===== src/rtl/multi_edge_detector.sv =====
// multi_edge_detector
//   Multi-channel edge detector for raw asynchronous inputs. Each channel goes
//   through a synchroniser chain and a glitch filter. A qualified change of the
//   filtered level raises a one-cycle pulse and sets a sticky event flag. The
//   sticky flags, gated by per-channel enables, form a single interrupt.
//
// Ports
//   clk          : clock, all flops on rising edge
//   reset        : asynchronous active-low reset
//   signal       : raw asynchronous inputs, one bit per channel
//   mode         : per channel [2i+1:2i] 00 off, 01 rising, 10 falling, 11 both
//   irq_en       : per-channel interrupt enable
//   clear        : per-channel sticky clear, sampled every clock
//   level        : filtered, synchronised input level
//   edge_pulse   : one-cycle pulse per qualified level change
//   event_sticky : latched edge events
//   irq          : OR of (event_sticky & irq_en)
module multi_edge_detector #(
  parameter int CHANNELS      = 8,
  parameter int SYNC_STAGES   = 2,
  parameter int FILTER_CYCLES = 4
) (
  input  logic                  clk,
  input  logic                  reset,
  input  logic [CHANNELS-1:0]   signal,
  input  logic [2*CHANNELS-1:0] mode,
  input  logic [CHANNELS-1:0]   irq_en,
  input  logic [CHANNELS-1:0]   clear,
  output logic [CHANNELS-1:0]   level,
  output logic [CHANNELS-1:0]   edge_pulse,
  output logic [CHANNELS-1:0]   event_sticky,
  output logic                  irq
);

  localparam int CNT_W = (FILTER_CYCLES > 1) ? $clog2(FILTER_CYCLES) : 1;
  localparam logic [CNT_W-1:0] CNT_LAST = CNT_W'(FILTER_CYCLES - 1);

  logic [CHANNELS-1:0] sync_p0 [SYNC_STAGES];
  logic [CHANNELS-1:0] sync_out;

  logic [CNT_W-1:0]    cnt_p1  [CHANNELS];
  logic [CNT_W-1:0]    cnt_nxt [CHANNELS];
  logic [CHANNELS-1:0] level_p1;
  logic [CHANNELS-1:0] level_nxt;

  logic [CHANNELS-1:0] pulse_nxt;
  logic [CHANNELS-1:0] pulse_p2;
  logic [CHANNELS-1:0] sticky_p2;

  // Stage 0: synchroniser chain
  always_ff @(posedge clk or negedge reset) begin
    if (!reset) begin
      for (int s = 0; s < SYNC_STAGES; s++) sync_p0[s] <= '0;
    end else begin
      sync_p0[0] <= signal;
      for (int s = 1; s < SYNC_STAGES; s++) sync_p0[s] <= sync_p0[s-1];
    end
  end

  assign sync_out = sync_p0[SYNC_STAGES-1];

  // Filter decision and edge qualification. The level flips only after the
  // synchronised value has disagreed with it for FILTER_CYCLES consecutive
  // cycles; any agreement restarts the count. mode is looked at only on the
  // cycle the flip happens.
  always_comb begin
    level_nxt = level_p1;
    pulse_nxt = '0;
    for (int i = 0; i < CHANNELS; i++) begin
      cnt_nxt[i] = cnt_p1[i];
      if (sync_out[i] == level_p1[i]) begin
        cnt_nxt[i] = '0;
      end else if (cnt_p1[i] == CNT_LAST) begin
        cnt_nxt[i]   = '0;
        level_nxt[i] = sync_out[i];
        pulse_nxt[i] = sync_out[i] ? mode[2*i] : mode[2*i+1];
      end else begin
        cnt_nxt[i] = cnt_p1[i] + CNT_W'(1);
      end
    end
  end

  // Stage 1: filter counters and filtered level
  always_ff @(posedge clk or negedge reset) begin
    if (!reset) begin
      level_p1 <= '0;
      for (int i = 0; i < CHANNELS; i++) cnt_p1[i] <= '0;
    end else begin
      level_p1 <= level_nxt;
      for (int i = 0; i < CHANNELS; i++) cnt_p1[i] <= cnt_nxt[i];
    end
  end

  // Stage 2: edge pulse and sticky event flags. A new edge wins over a
  // simultaneous clear so that no event is lost.
  always_ff @(posedge clk or negedge reset) begin
    if (!reset) begin
      pulse_p2  <= '0;
      sticky_p2 <= '0;
    end else begin
      pulse_p2  <= pulse_nxt;
      sticky_p2 <= (sticky_p2 & ~clear) | pulse_nxt;
    end
  end

  assign level        = level_p1;
  assign edge_pulse   = pulse_p2;
  assign event_sticky = sticky_p2;
  assign irq          = |(sticky_p2 & irq_en);

endmodule


===== config.mk =====
export PLATFORM = sky130hd
export DESIGN_NAME = multi_edge_detector
export DESIGN_NICKNAME = d
export VERILOG_FILES = /design/src/rtl/multi_edge_detector.sv
export SDC_FILE = /design/constraint.sdc
export NUM_CORES = 1
export LEC_CHECK = 0
export CAP_MARGIN = 25
export CORE_MARGIN = 2
export CORE_UTILIZATION = 60
export CTS_CLUSTER_SIZE = 10
export DETAILED_ROUTE_END_ITERATION = 8
export DONT_BUFFER_PORTS = 1
export GPL_TIMING_DRIVEN = 0
export PLACE_DENSITY_LB_ADDON = 0.1
export SYNTH_ARGS = -nofsm -noshare
export SYNTH_HDL_FRONTEND = slang
export SYNTH_SLANG_ARGS = --single-unit

===== constraint.sdc =====
create_clock -name clk -period 1.15 [get_ports clk]
set_input_delay 0.1725 -clock clk [delete_from_list [all_inputs] [get_ports clk]]
set_output_delay 0.1725 -clock clk [all_outputs]
set_load 0.05 [all_outputs]

### Word-level counts from Yosys, hierarchy flattened

Index checks and enable logic that the tools add are counted.

| storage, ports and cells | value |
|---|---|
| register bits | 56 |
| bits in latches | 0 |
| RAM bits | 0 |
| bits in read-only memories | 0 |
| input bits | 42 |
| output and inout port bits | 25 |
| memories | 0 |

| operators by class | value |
|---|---|
| add/sub/neg operators | 8 |
| $mul | 0 |
| div/mod/pow operators | 0 |
| $lt $le $gt $ge | 0 |
| eq/ne operators | 16 |
| shifts and indexed selects | 0 |
| mux-type cells | 40 |
| bitwise gates (word level) | 12 |
| reduce and logical (&&, ||, !) cells | 9 |

Operator list:

| cell | count |
|---|---|
| two-way mux 2 bit | 16 |
| two-way mux 1 bit | 24 |
| adder 2 x 1 -> 2 bit (second input constant) | 8 |
| AND 8 bit | 2 |
| == test 2 bit (second input constant) | 8 |
| AND reduction 2 bit | 8 |
| == test 1 bit | 8 |
| NOT 1 bit | 8 |
| NOT 8 bit | 1 |
| bitwise OR 8 bit | 1 |
| OR reduction 8 bit | 1 |

### Logic depth before layout (Yosys ltp)

| depth | value |
|---|---|
| depth in word-level cells | 4 |
| depth in mapped cells | 3 |
| gate-level depth less buffers | 3 |

### Worst setup path after synthesis

No wires, ideal clock.

| timing | value |
|---|---|
| path kind | register to output |
| from | register sticky_p2[1] (netlist: event_sticky[1]) |
| to | output irq |
| arrival time | 1.302 ns |
| slack | -0.324 ns |
| stages on the path, launching flop included | 3 |
| path buffers | 0 |
| cell sequence | dfrtp_1 -> a22oi_1 -> nand4_1 |

| on the way | value |
|---|---|
| cells in the longest elaborated chain, start to end | 2 |

Ends and longest elaborated chain:

| item | line | RTL |
|---|---|---|
| start: declaration | 48 | `logic [CHANNELS-1:0] sticky_p2;` |
| start signal: assignment | 102 | `sticky_p2 <= (sticky_p2 & ~clear) \| pulse_nxt;` |
| AND 8 bit | 109 | `assign irq = \|(sticky_p2 & irq_en);` |
| OR reduction 8 bit | 109 |  |
| end: declaration | 32 | `output logic irq` |

No other way between the ends.

### Final worst setup path

| timing | value |
|---|---|
| from | register sticky_p2[4] (netlist: event_sticky[4]) |
| to | output irq |

Same word-level chain as after synthesis.

==> results.md <==
* Worst reg2reg path depth at 2
* Skew final at 19.29 ps
* Met3 usage at 0.07207
* Starting DRT DRC Count at 49
* CP Launch Type: flop
* Finished Core Util at 0.7732
* M2 GR Usage at 0.3657
* Hold Crit Class: in2async
* GPL Wtd Cong at 0.7403
* Gr ovfl total at 0
* Final Cycle Share at 1.614
* Critical Path Fanout Max at 3
* Max-Cap Viols at 0
* Synthesized flop and latch total at 56
* Post-synthesis sequential area ratio at 0.6711
* Net count after synthesis at 191
* Pin count of the biggest net entering global routing at 57
* Via count at 1252
* Top cell type's share of synthesized area at 0.6711
* Initial antenna violation count at 0
* Vias per inst at 5.515
* Unrepaired setup endpoints after global routing: true
* PwrDens at 2134 mW/mm^2
* Failing checks: hold timing, setup timing
* CP Cell Sequence: a22oi_2, nand4_1
* Final setup vio count at 1
* Setup CP Type: reg2out
* Hold Vio Cnt, Final at 56
* Vias in the first global route at 1336
* Cells after Synth at 141
* Final worst slack at -705.7 ps
* Cell area after synthesis at 0.002088 mm^2
* Mean post-synth cell area at 14.81 um^2
* Drt total wl at 3.583 mm
* Worst stage delay on the critical path at 550 ps
* Fill count at 215
* Area delta synth->final at 23.55%
* I/O Pins at 67
* Layout net count at 230
* Total power at 0.005506 W
* Core box area at 0.003337 mm^2
* Worst skew pair latency at 370 ps
* Drt wl/cell at 15.78 um
* Root buf cell: clkbuf_4
* Data arrival time of the worst path at 1680 ps
* Post-DP HPWL at 2.286 mm
* Port-buffer cells at 0
* Final min period at 1856 ps
* Slew @ Worst Pin at 614.0 ps
* Starting Density at 0.6258
* Gr busiest metal: met2
* GR Util All Layers at 0.2065
* Final Max Tran Viols at 0
* CTS Buffer Depth at 2
* Slowest-stage cell, CP: dfrtp_2
* Leak pwr at 1.156 nW
* Final Cell Area at 0.002580 mm^2
* Global-route wire length before repair at 6.134 mm
* Placed cell area at 0.002156 mm^2
* Die width at 63.00 um
* Hold_buf cts at 31
* GR Util met1 at 0.2231
* H-tree depth at 2
* Status: finished with violations
* Post-synth cell types at 12
* CP Capture Type: primary output
* Rows at 21
* CTS tree: done
* CTS Sinks at 56
* Synth warn at 0
* Layout cells sized above 1 at 0.2652
* Drt pass-1 iters at 4
* Critical Path RT at 980 ps
* FMAX at 538.9 MHz
* Clock slew at reported path FFs at 150 ps
* Number of diodes at 0
* Peak VDD IR at 0.001652 V
* Drc violations at 0
* Fin Hold WS at -534.6 ps
* Routed Antenna Nets at 0
* Chip height at 63.00 um
* Area contributors post-synth: dfrtp_1 67%, nand4b_1 6.7%, ha_1 4.8%
* Synth area leader: dfrtp_1
* Full die area at 0.003968 mm^2
* Slew margin rel. at 0.5894
* Num CTS Buffers at 5
## Yosys cell counts
library cell	n
xnor2_1	8
a22oi_1	4
nor3_2	8
nand3_1	8
dfrtp_1	56
nand2_1	8
mux2_1	8
nor2b_1	8
nand4b_1	16
nand4_1	1
ha_1	8
nand2b_1	8
## final timing paths
kind / slack, ps / to / from
max in group asynchronous: 1570 / level[3] / reset
setup / recovery: -710 / irq / event_sticky[4]
hold reg to reg: 360 / sync_out[2] / sync_p0[10]
setup reg to reg: 40 / level[0] / cnt_p1[14]
hold / removal: -530 / event_sticky[5] / reset
min in group clk: 30 / event_sticky[6] / clear[6]
## per-layer routing
layer  share of wire  wire (um)  up-vias
met4           0.017         61        0
met2            0.55       1965       42
met5               0          0        -
li1                -          -      576
met1            0.38       1353      628
met3           0.056        202        6
## timing repair
item,in CTS,in global routing
cloned,0,0
endpoints found under the hold margin,79,56
buffers inserted,0,1
pin swaps,2,1
setup endpoints to repair,19,20
gates resized for setup,19,4
## registers in the layout, indices dropped and copies added, names as in the netlist
signal,cells
event_sticky,8
edge_pulse,8
sync_p0,8
level,8
cnt_p1,16
sync_out,8
## cell usage in the layout, fill, tap and decap left out, types with 5 or more instances in the layout
cell and instances:
nand4b_1 16, xnor2_1 8, dlygate4sd3_1 31, nand2b_1 8, dfrtp_2 24, clkbuf_4 5, nand3_1 8, nand2_1 8
nor2b_1 8, mux2_1 8, dfrtp_1 32, nor3_2 8
## kinds of logic after synthesis
| family | share of synthesized area |
|---|---|
| multiplexers | 0.04314 |
| adder cells (fa/ha/maj) | 0.04793 |
| XOR/XNOR | 0.03355 |
| flip-flops | 0.6711 |
| AND/OR/NAND/NOR | 0.1899 |
| AO/OA/AOI/OAI | 0.01438 |
## where the power goes
part	total [W]	switching, W	internal (W)
Sequential	0.00356	0.00111	0.00245
Clock	0.000854	0.000561	0.000293
Combinational	0.00109	0.000469	0.000626
Total	0.00551	0.00214	0.00337
## critical path: cells and delay by family, from the launching register on
kind,cells,cell delay (ps)
compound gates,1,240
simple gates,1,530
flops,1,550
## stage by stage
step | instances | TNS (ps) | worst slack [ps] | hold slack (ps)
final | 227 | -705.7 | -705.7 | -534.6
after floorplan | 141 | -219.5 | -219.5 | -123.1
after global routing | 227 | -1019 | -784.6 | -581.7
after detailed placement | 187 | -406.4 | -406.4 | -121.8
after global placement | 187 | -390.6 | -390.6 | -121.9
after CTS | 226 | -741.3 | -741.3 | -548.1
## final cells by class
cell class              count  area, um^2  share of cell area
clock buffers               6       51.30             0.01988
clock inverters             2       10.01            0.003880
multi-input cells          85       711.9              0.2759
flip-flops and latches     56        1431              0.5548
well taps                  46       57.56             0.02231
repair buffers             32       317.8              0.1232
No activity file was read; power rests on OpenSTA's default activity.
